**config.mk**
```make
export PLATFORM = sky130hd
export DESIGN_NAME = mem_arbiter_flat
export DESIGN_NICKNAME = d
export VERILOG_FILES = /design/src/rtl/mem_arbiter_pkg.sv /design/src/rtl/mem_arbiter_if.sv /design/src/rtl/mem_tag_table.sv /design/src/rtl/mem_arbiter.sv /design/src/flat_wrapper.sv
export SDC_FILE = /design/constraint.sdc
export NUM_CORES = 1
export LEC_CHECK = 0
export CORE_AREA = 2 2 112 114
export DETAILED_ROUTE_END_ITERATION = 7
export DIE_AREA = 0 0 114 116
export DONT_BUFFER_PORTS = 1
export HOLD_SLACK_MARGIN = 0.06
export PLACE_DENSITY = 0.49
export SETUP_SLACK_MARGIN = 0.3
export SLEW_MARGIN = 20
export SYNTH_ARGS = -nofsm -noshare
export SYNTH_HDL_FRONTEND = slang
export SYNTH_HIERARCHICAL = 1
export SYNTH_SLANG_ARGS = --single-unit
```
**constraint.sdc**
```tcl
create_clock -name clk -period 3.4 [get_ports clk]
set_input_delay 0.68 -clock clk [delete_from_list [all_inputs] [get_ports clk]]
set_output_delay 0.68 -clock clk [all_outputs]
set_load 0.05 [all_outputs]
```
**src/rtl/mem_arbiter_pkg.sv**
```systemverilog
// Shared encodings, widths and payload types for the instruction/data memory arbiter.
package mem_arbiter_pkg;

  localparam int unsigned ADDR_W   = 32;
  localparam int unsigned DATA_W   = 32;
  localparam int unsigned TAG_W    = 4;
  localparam int unsigned NUM_TAGS = 16;
  localparam int unsigned CNT_W    = 4;

  typedef enum logic [1:0] {
    BUS_NONE  = 2'h0,
    BUS_LOAD  = 2'h1,
    BUS_STORE = 2'h2
  } bus_cmd_e;

  typedef enum logic {
    ARB_IF = 1'b0,
    ARB_DM = 1'b1
  } arb_port_e;

  typedef struct packed {
    logic [ADDR_W-1:0] addr;
    logic [DATA_W-1:0] data;
    bus_cmd_e          command;
  } mem_req_t;

endpackage

```
**src/rtl/mem_arbiter_if.sv**
```systemverilog
// Bundle of fetch, data and memory-side signals seen by the arbiter.
interface mem_arbiter_if;
  import mem_arbiter_pkg::*;

  logic [ADDR_W-1:0] if2arb_addr;
  logic [1:0]        if2arb_command;
  logic [TAG_W-1:0]  arb2if_response;
  logic [DATA_W-1:0] arb2if_data;
  logic [TAG_W-1:0]  arb2if_tag;

  logic [ADDR_W-1:0] dm2arb_addr;
  logic [DATA_W-1:0] dm2arb_data;
  logic [1:0]        dm2arb_command;
  logic [TAG_W-1:0]  arb2dm_response;
  logic [DATA_W-1:0] arb2dm_data;
  logic [TAG_W-1:0]  arb2dm_tag;

  logic [ADDR_W-1:0] arb2mem_addr;
  logic [DATA_W-1:0] arb2mem_data;
  logic [1:0]        arb2mem_command;
  logic [TAG_W-1:0]  mem2arb_response;
  logic [DATA_W-1:0] mem2arb_data;
  logic [TAG_W-1:0]  mem2arb_tag;

  // Arbiter side
  modport slave (
    input  if2arb_addr, if2arb_command,
    output arb2if_response, arb2if_data, arb2if_tag,
    input  dm2arb_addr, dm2arb_data, dm2arb_command,
    output arb2dm_response, arb2dm_data, arb2dm_tag,
    output arb2mem_addr, arb2mem_data, arb2mem_command,
    input  mem2arb_response, mem2arb_data, mem2arb_tag
  );

  // Requester/memory side
  modport master (
    output if2arb_addr, if2arb_command,
    input  arb2if_response, arb2if_data, arb2if_tag,
    output dm2arb_addr, dm2arb_data, dm2arb_command,
    input  arb2dm_response, arb2dm_data, arb2dm_tag,
    input  arb2mem_addr, arb2mem_data, arb2mem_command,
    output mem2arb_response, mem2arb_data, mem2arb_tag
  );
endinterface

```
**src/rtl/mem_tag_table.sv**
```systemverilog
// 16-entry outstanding-load table: valid bit and owning port per tag.
module mem_tag_table
  import mem_arbiter_pkg::*;
(
  input  logic             clk,
  input  logic             rst,
  input  logic             set_en,
  input  logic [TAG_W-1:0] set_tag,
  input  arb_port_e        set_owner,
  input  logic             clr_en,
  input  logic [TAG_W-1:0] clr_tag,
  input  logic [TAG_W-1:0] look_tag,
  output logic             look_valid,
  output arb_port_e        look_owner
);

  logic [NUM_TAGS-1:0] valid;
  logic [NUM_TAGS-1:0] owner;

  // Clear first, then set, so a same-cycle set on the same tag wins
  always_ff @(posedge clk or posedge rst) begin
    if (rst) begin
      valid <= '0;
      owner <= '0;
    end else begin
      if (clr_en) valid[clr_tag] <= 1'b0;
      if (set_en) begin
        valid[set_tag] <= 1'b1;
        owner[set_tag] <= set_owner;
      end
    end
  end

  // Combinational lookup for the returning tag
  always_comb begin
    look_valid = valid[look_tag];
    look_owner = arb_port_e'(owner[look_tag]);
  end

endmodule

```
**src/rtl/mem_arbiter.sv**
```systemverilog
// Shares one memory between fetch and data ports: data priority, fetch anti-starvation,
// and tag-based steering of returned load data.
module mem_arbiter
  import mem_arbiter_pkg::*;
#(
  parameter int unsigned STARVE_LIMIT = 4
) (
  input logic          clk,
  input logic          rst,
  mem_arbiter_if.slave bus
);

  localparam logic [CNT_W-1:0] LIMIT = CNT_W'(STARVE_LIMIT);

  logic             if_req;
  logic             dm_req;
  logic             grant_valid;
  arb_port_e        grant;
  mem_req_t         req;
  logic [CNT_W-1:0] starve_cnt;
  logic             issue_load;
  logic             ret_valid;
  arb_port_e        ret_owner;
  logic             ret_hit;

  // Pick the winner: data unless fetch has been denied STARVE_LIMIT times in a row
  always_comb begin
    if_req      = bus.if2arb_command != BUS_NONE;
    dm_req      = bus.dm2arb_command != BUS_NONE;
    grant_valid = if_req || dm_req;
    grant       = ARB_DM;
    if (if_req && (!dm_req || starve_cnt == LIMIT)) grant = ARB_IF;
  end

  // Steer the winner onto the memory bus and the issue response back to it
  always_comb begin
    req             = '0;
    bus.arb2if_response = '0;
    bus.arb2dm_response = '0;
    if (grant_valid) begin
      if (grant == ARB_IF) begin
        req.addr            = bus.if2arb_addr;
        req.command         = bus_cmd_e'(bus.if2arb_command);
        bus.arb2if_response = bus.mem2arb_response;
      end else begin
        req.addr            = bus.dm2arb_addr;
        req.data            = bus.dm2arb_data;
        req.command         = bus_cmd_e'(bus.dm2arb_command);
        bus.arb2dm_response = bus.mem2arb_response;
      end
    end
    bus.arb2mem_addr    = req.addr;
    bus.arb2mem_data    = req.data;
    bus.arb2mem_command = req.command;
    issue_load          = grant_valid && req.command == BUS_LOAD && bus.mem2arb_response != '0;
  end

  // A fetch grant that memory rejects keeps the count, so fetch stays ahead until accepted
  always_ff @(posedge clk or posedge rst) begin
    if (rst) begin
      starve_cnt <= '0;
    end else if (!if_req) begin
      starve_cnt <= '0;
    end else if (grant == ARB_IF) begin
      if (bus.mem2arb_response != '0) starve_cnt <= '0;
    end else if (starve_cnt != LIMIT) begin
      starve_cnt <= starve_cnt + CNT_W'(1);
    end
  end

  mem_tag_table u_tag_table (
    .clk       (clk),
    .rst       (rst),
    .set_en    (issue_load),
    .set_tag   (bus.mem2arb_response),
    .set_owner (grant),
    .clr_en    (ret_hit),
    .clr_tag   (bus.mem2arb_tag),
    .look_tag  (bus.mem2arb_tag),
    .look_valid(ret_valid),
    .look_owner(ret_owner)
  );

  // Route returned data to the tag's owner; unknown or zero tags are dropped
  always_comb begin
    ret_hit         = bus.mem2arb_tag != '0 && ret_valid;
    bus.arb2if_tag  = '0;
    bus.arb2if_data = '0;
    bus.arb2dm_tag  = '0;
    bus.arb2dm_data = '0;
    if (ret_hit) begin
      if (ret_owner == ARB_IF) begin
        bus.arb2if_tag  = bus.mem2arb_tag;
        bus.arb2if_data = bus.mem2arb_data;
      end else begin
        bus.arb2dm_tag  = bus.mem2arb_tag;
        bus.arb2dm_data = bus.mem2arb_data;
      end
    end
  end

endmodule

```
**src/flat_wrapper.sv**
```systemverilog
// flat-port wrapper written by rule: the top's interface ports become plain ports
module mem_arbiter_flat import mem_arbiter_pkg::*;
#(
  parameter int unsigned STARVE_LIMIT = 4
)
  (clk, rst, bus_if2arb_addr, bus_if2arb_command, bus_arb2if_response, bus_arb2if_data, bus_arb2if_tag, bus_dm2arb_addr, bus_dm2arb_data, bus_dm2arb_command, bus_arb2dm_response, bus_arb2dm_data, bus_arb2dm_tag, bus_arb2mem_addr, bus_arb2mem_data, bus_arb2mem_command, bus_mem2arb_response, bus_mem2arb_data, bus_mem2arb_tag);
  mem_arbiter_if bus_i ();
  input logic clk;
  input logic rst;
  input wire logic [$bits(bus_i.if2arb_addr)-1:0] bus_if2arb_addr;
  input wire logic [$bits(bus_i.if2arb_command)-1:0] bus_if2arb_command;
  output wire logic [$bits(bus_i.arb2if_response)-1:0] bus_arb2if_response;
  output wire logic [$bits(bus_i.arb2if_data)-1:0] bus_arb2if_data;
  output wire logic [$bits(bus_i.arb2if_tag)-1:0] bus_arb2if_tag;
  input wire logic [$bits(bus_i.dm2arb_addr)-1:0] bus_dm2arb_addr;
  input wire logic [$bits(bus_i.dm2arb_data)-1:0] bus_dm2arb_data;
  input wire logic [$bits(bus_i.dm2arb_command)-1:0] bus_dm2arb_command;
  output wire logic [$bits(bus_i.arb2dm_response)-1:0] bus_arb2dm_response;
  output wire logic [$bits(bus_i.arb2dm_data)-1:0] bus_arb2dm_data;
  output wire logic [$bits(bus_i.arb2dm_tag)-1:0] bus_arb2dm_tag;
  output wire logic [$bits(bus_i.arb2mem_addr)-1:0] bus_arb2mem_addr;
  output wire logic [$bits(bus_i.arb2mem_data)-1:0] bus_arb2mem_data;
  output wire logic [$bits(bus_i.arb2mem_command)-1:0] bus_arb2mem_command;
  input wire logic [$bits(bus_i.mem2arb_response)-1:0] bus_mem2arb_response;
  input wire logic [$bits(bus_i.mem2arb_data)-1:0] bus_mem2arb_data;
  input wire logic [$bits(bus_i.mem2arb_tag)-1:0] bus_mem2arb_tag;
  assign bus_i.if2arb_addr = bus_if2arb_addr;
  assign bus_i.if2arb_command = bus_if2arb_command;
  assign bus_arb2if_response = bus_i.arb2if_response;
  assign bus_arb2if_data = bus_i.arb2if_data;
  assign bus_arb2if_tag = bus_i.arb2if_tag;
  assign bus_i.dm2arb_addr = bus_dm2arb_addr;
  assign bus_i.dm2arb_data = bus_dm2arb_data;
  assign bus_i.dm2arb_command = bus_dm2arb_command;
  assign bus_arb2dm_response = bus_i.arb2dm_response;
  assign bus_arb2dm_data = bus_i.arb2dm_data;
  assign bus_arb2dm_tag = bus_i.arb2dm_tag;
  assign bus_arb2mem_addr = bus_i.arb2mem_addr;
  assign bus_arb2mem_data = bus_i.arb2mem_data;
  assign bus_arb2mem_command = bus_i.arb2mem_command;
  assign bus_i.mem2arb_response = bus_mem2arb_response;
  assign bus_i.mem2arb_data = bus_mem2arb_data;
  assign bus_i.mem2arb_tag = bus_mem2arb_tag;
  mem_arbiter #(.STARVE_LIMIT(STARVE_LIMIT)) u_core (.clk(clk), .rst(rst), .bus(bus_i));
endmodule
```
* Word level (Yosys, flattened, before mapping)
Cells that the tools add are included.
Widths: inputs -> output; s select.
** Word-level totals
- Bits of input ports :: 142
- Output and inout port bits :: 146
- Register bits after elaboration :: 36
** Operators by class
- Reduce and logical (&&, ||, !) cells :: 14
- Add/sub/neg operators :: 1
- Bitwise operators :: 3
- $lt $le $gt $ge :: 4
- Eq/ne operators :: 5
- Mux-type cells :: 32
** Operators with widths (count)
- $mux 32 :: 6
- $mux 66 :: 1
- $mux 4 :: 12
- $mux 16 :: 2
- $and 16x16->16 :: 1
- $bwmux 16 :: 1
- $not 16->16 :: 1
- $or 16x16->16 :: 1
- $lt 4x5->1 const B :: 2
- $bmux 1 s4 :: 2
- $demux 1 s4 :: 2
- $ge 4x1->1 const B :: 2
- $reduce_bool 4->1 :: 2
- $logic_and 1x1->1 :: 6
- $ne 3x3->1 const B :: 2
- $mux 1 :: 5
- $add 4x1->4 const B :: 1
- $eq 4x3->1 const B :: 1
- $ne 4x3->1 const B :: 1
- $reduce_bool 2->1 :: 2
- $eq 2x1->1 const B :: 1
- $logic_or 1x1->1 :: 2
- $mux 2 :: 1
- $reduce_and 2->1 :: 1
- $logic_not 1->1 :: 1

* Longest topological paths before layout
- Depth after elaboration :: 10
- Gate-level depth with buffers :: 9
- Gate-level depth less buffers :: 8

* Modules after synthesis
The synthesis kept the hierarchy.
** By module, submodules not included
- mem_arbiter :: area each 1715.4 um^2, times used 1, sequential area each 100.1 um^2, cells each 282
- mem_tag_table :: area each 1624.1 um^2, times used 1, sequential area each 800.8 um^2, cells each 141

* Worst setup path after synthesis
No wires, ideal clock.
- Path type :: input -> output
- From :: in bus_mem2arb_tag[0]
- To :: out bus_arb2if_tag[0]
- Path slack :: 0.072 ns
- Path buffers :: 3
- Data arrival time :: 2.648 ns
- Stages :: 7
- Cells stage by stage :: buf_6 > mux4_2 > a22oi_1 > nand3_1 > clkbuf_1 > clkbuf_1 > nor2_1
** Between the ends
- Word-level cells in the longest chain between the ends :: 4
- Elaborated cells on any way between the ends :: 8
- Those cells by class :: mux (6); reduce/logical (2)
** Ends and longest elaborated chain
- start, declared :: RTL line flat_wrapper.sv:26 : input wire logic [$bits(bus_i.mem2arb_tag)-1:0] bus_mem2arb_tag;
- $bmux 1 s4 :: RTL line mem_tag_table.sv:37 : look_owner = arb_port_e'(owner[look_tag]);
- $mux 1 (implied by the code) :: RTL line mem_tag_table.sv:37
- net u_core.ret_owner :: RTL line mem_arbiter.sv:23 : arb_port_e ret_owner;
- $mux 4 :: RTL line mem_arbiter.sv:92 : if (ret_owner == ARB_IF) begin
- $mux 4 :: RTL line mem_arbiter.sv:91 : if (ret_hit) begin
- end, declared :: RTL line flat_wrapper.sv:14 : output wire logic [$bits(bus_i.arb2if_tag)-1:0] bus_arb2if_tag;
The timed path passes the listed nets, and every way through them passes these cells. The select of a mux whose other input is x is not followed.

* Final worst setup path
- From :: in bus_mem2arb_tag[0]
- To :: out bus_arb2if_data[23]
** Between the ends
- Word-level cells in the longest chain between the ends :: 4
- Elaborated cells on any way between the ends :: 8
- Those cells by class :: mux (6); reduce/logical (2)
** Ends and longest elaborated chain
- $bmux 1 s4 :: RTL line mem_tag_table.sv:37
- $mux 1 (implied by the code) :: RTL line mem_tag_table.sv:37
- net u_core.ret_owner :: RTL line mem_arbiter.sv:23
- $mux 32 :: RTL line mem_arbiter.sv:92
- $mux 32 :: RTL line mem_arbiter.sv:91
- end, declared :: RTL line flat_wrapper.sv:13 : output wire logic [$bits(bus_i.arb2if_data)-1:0] bus_arb2if_data;
The timed path passes the listed nets, and every way through them passes these cells. The select of a mux whose other input is x is not followed.

==> impl_metrics.json <==
{
  "clock_skew_ns": 0.00683,
  "cp-start-kind": "input port",
  "cp_data_arrival_time_ns": 2.36,
  "setup_viol": 0,
  "die_w_um": 114,
  "port_buffers": 0,
  "wire_per_inst_um": 18.0,
  "synth-edff-count": 0,
  "cts_buffers": 5,
  "clockBufferDepth": 2,
  "criticalPathCategory": "input port to output port",
  "area_growth_pct": 62.3,
  "syn_area_per_cell_um2": 7.89,
  "grt_first_pass_wirelength_um": 17900,
  "die_h_um": 116,
  "place_ws_ns": 0.227,
  "cts_hold_buf": 0,
  "dieArea_mm2": 0.0132,
  "r2r_end": "u_core/u_tag_table/owner[3]",
  "status": "finished, final reports clean",
  "rsz0062_at_grt": "false",
  "synthArstFlopShare": 1.00,
  "clock_sinks": 36,
  "setup_tns_ns": 0,
  "drv_cap": 0,
  "drt-total-wl_um": 12000,
  "reg2reg_setup_slack_ns": 0.84,
  "synth.ff_latch_count": 36,
  "fillers": 1103,
  "vias": 3512,
  "endpoint_kind": "output port",
  "placedCellCount": 649,
  "cts_tree": "yes",
  "ys_types": 44,
  "clock-root-buffer": "clkbuf_16",
  "drt-pass1-iter-count": 4,
  "synth_cells": 423,
  "gp_congestion": 0.770,
  "start_util": 0.280,
  "antennaDiodeCount": 0,
  "yosysTopAreaCell": "dfrtp_1",
  "r2r-start": "u_core/starve_cnt[0]",
  "grt_pass1_vias": 3346,
  "ys_seq_area_frac": 0.270,
  "design_area_mm2": 0.00542,
  "postLayoutCoreUtil": 0.455,
  "placed_cell_area_mm2": 0.00509,
  "hold_path.class": "input port to asynchronous set/reset pin",
  "fin_crit_sh": 0.895,
  "p_total_mw": 3.46,
  "hold_ws_ns": 0.168,
  "clk_pin_slew_ns": 0.05,
  "reg2regPathDepth": 10,
  "cp.required_ns": 2.72,
  "ys.flop_type": "dfrtp_1",
  "worst_pin_slew_ns": 0.769,
  "core_mm2": 0.0119,
  "syn_area_mm2": 0.00334,
  "worstPathMaxFanout": 19,
  "synth_area_leaders": "dfrtp_1 (27%), and2_1 (14%), o211ai_1 (7.9%)",
  "io_pins": 288,
  "fin_crit_ns": 3.04,
  "multi_input_area_mm2": 0.00226,
  "synth.top_cell.area_share": 0.270,
  "worst_skew_pair.late_latency_ns": 0.28,
  "grt_max_degree": 49,
  "irDropWorstVdd_mv": 0.298,
  "report.final.slew_viol_count": 0,
  "cts_max_level": 2,
  "first_iter_violations": 145,
  "dp_hpwl_um": 9570,
  "crit_start": "bus_mem2arb_tag[0]",
  "worst_slack_ns": 0.356,
  "grt_antenna_before_repair": 0,
  "drive_gt1_frac": 0.405,
  "rows": 40,
  "yosysWarnings": 6,
  "synth_fp_nets": 567,
  "route.detailed.drc": 0,
  "grt_overflow": 0,
  "ant_nets": 0,
  "slew_headroom": 0.482,
  "leakage_nw": 2.47,
  "p_per_area_mw_per_mm2": 638,
  "seq_area_um2": 901,
  "nNetsFinal": 662,
  "final-hold-violation-count": 0,
  "stdcell_count": 666,
  "max_freq_ghz": 0.329,
  "grtUsageTotal": 0.168,
  "vias_per_cell": 5.27
}
## Yosys cell counts (2+ instances only)
| master | instances |
|---|---|
| and2_1 | 75 |
| o21ai_0 | 51 |
| inv_1 | 38 |
| and3_1 | 36 |
| dfrtp_1 | 36 |
| o211ai_1 | 35 |
| clkbuf_1 | 22 |
| nand2_1 | 21 |
| mux2_2 | 14 |
| nand3_1 | 14 |
| nor2_1 | 12 |
| mux4_2 | 8 |
| buf_2 | 6 |
| nand2b_1 | 6 |
| nand3b_1 | 5 |
| nor2b_1 | 4 |
| a21oi_1 | 3 |
| o21ai_1 | 3 |
| a22oi_1 | 2 |
| a31oi_1 | 2 |
| and3b_1 | 2 |
| buf_1 | 2 |
| buf_6 | 2 |
| ha_1 | 2 |
| o21a_1 | 2 |
| o31ai_1 | 2 |
## area by class of cell
cell class | count | area share
Clock buffer | 6 | 0.0238
Clock inverter | 2 | 0.00646
Inverter | 39 | 0.0275
Multi-Input combinational cell | 317 | 0.417
Sequential cell | 36 | 0.166
Tap cell | 147 | 0.0339
Timing Repair Buffer | 119 | 0.325
## state kept, by name, summed over array words and instances, names as in the netlist
register	flops
u_core/u_tag_table/owner	16
u_core/u_tag_table/valid	16
u_core/starve_cnt	4
## power by group
| part | internal [mW] | switching [mW] | total [mW] | leakage (nW) |
|---|---|---|---|---|
| Sequential | 0.582 | 0.0834 | 0.665 | 0.440 |
| Combinational | 0.882 | 1.40 | 2.28 | 1.95 |
| Clock | 0.344 | 0.165 | 0.509 | 0.0808 |
| Total | 1.81 | 1.65 | 3.46 | 2.47 |
## worst max-delay path, cell delays in order
cell and delay, ns:
mux4_2 0.48, a22oi_1 0.21, nand3_1 0.27, nor2b_4 0.26
buf_12 0.14, and2_2 0.32
## routing by layer
layer / global-route usage / part of all wire / wire length (um) / vias to the layer above
met4: 0.0195 / 0.0022 / 26 / 0
met5: 0 / 0 / 0 / -
li1: - / - / - / 1664
met2: 0.315 / 0.53 / 6310 / 201
met3: 0.0377 / 0.087 / 1050 / 2
met1: 0.203 / 0.38 / 4630 / 1645
## cell families after synthesis
family | share of synthesized area
AND/OR/NAND/NOR | 0.332
multiplexers | 0.109
flip-flops | 0.270
AO/OA/AOI/OAI | 0.196
adder cells (fa/ha/maj) | 0.00749
buffers and inverters | 0.0866
## worst max-delay path by stage
stage | endpoint | depth (start not counted)
floorplan | bus_arb2mem_addr[22] | 5
global placement | bus_arb2if_data[8] | 5
detailed placement | bus_arb2if_data[5] | 5
CTS | bus_arb2dm_data[16] | 7
global route | bus_arb2if_data[23] | 6
finish | bus_arb2if_data[23] | 6
## repair_timing
action	4_1_cts	5_1_grt
gates cloned	1	2
setup endpoints to repair	27	138
gates resized for setup	2	17
setup buffers	0	6
pin swaps	0	2
## placed cells by master, fill, tap and decap left out, types with 2 or more instances in the layout
cell       netlist  layout
and3_2           0      12
buf_12           0      67
nand2_1         21      21
nor2b_1          4       4
and2_4           0      15
o21ai_0         51      22
o21ai_1          3      32
inv_1           38      38
and3_1          36      24
o21a_1           2       2
clkbuf_16        0       6
o31ai_1          2       2
a31oi_1          2       2
buf_4            0      48
buf_6            2       3
o211ai_1        35      35
nor2_2           0       2
nand3b_1         5       5
and3b_1          2       2
mux4_2           8       8
dfrtp_1         36      36
nand3_1         14      13
a21oi_1          3       3
mux2_2          14      14
ha_1             2       2
nor2_1          12      10
nor2b_4          1       2
and2_2           0      20
nand2b_1         6       6
and2_1          75      40
Power figures use the tool's default switching activity.
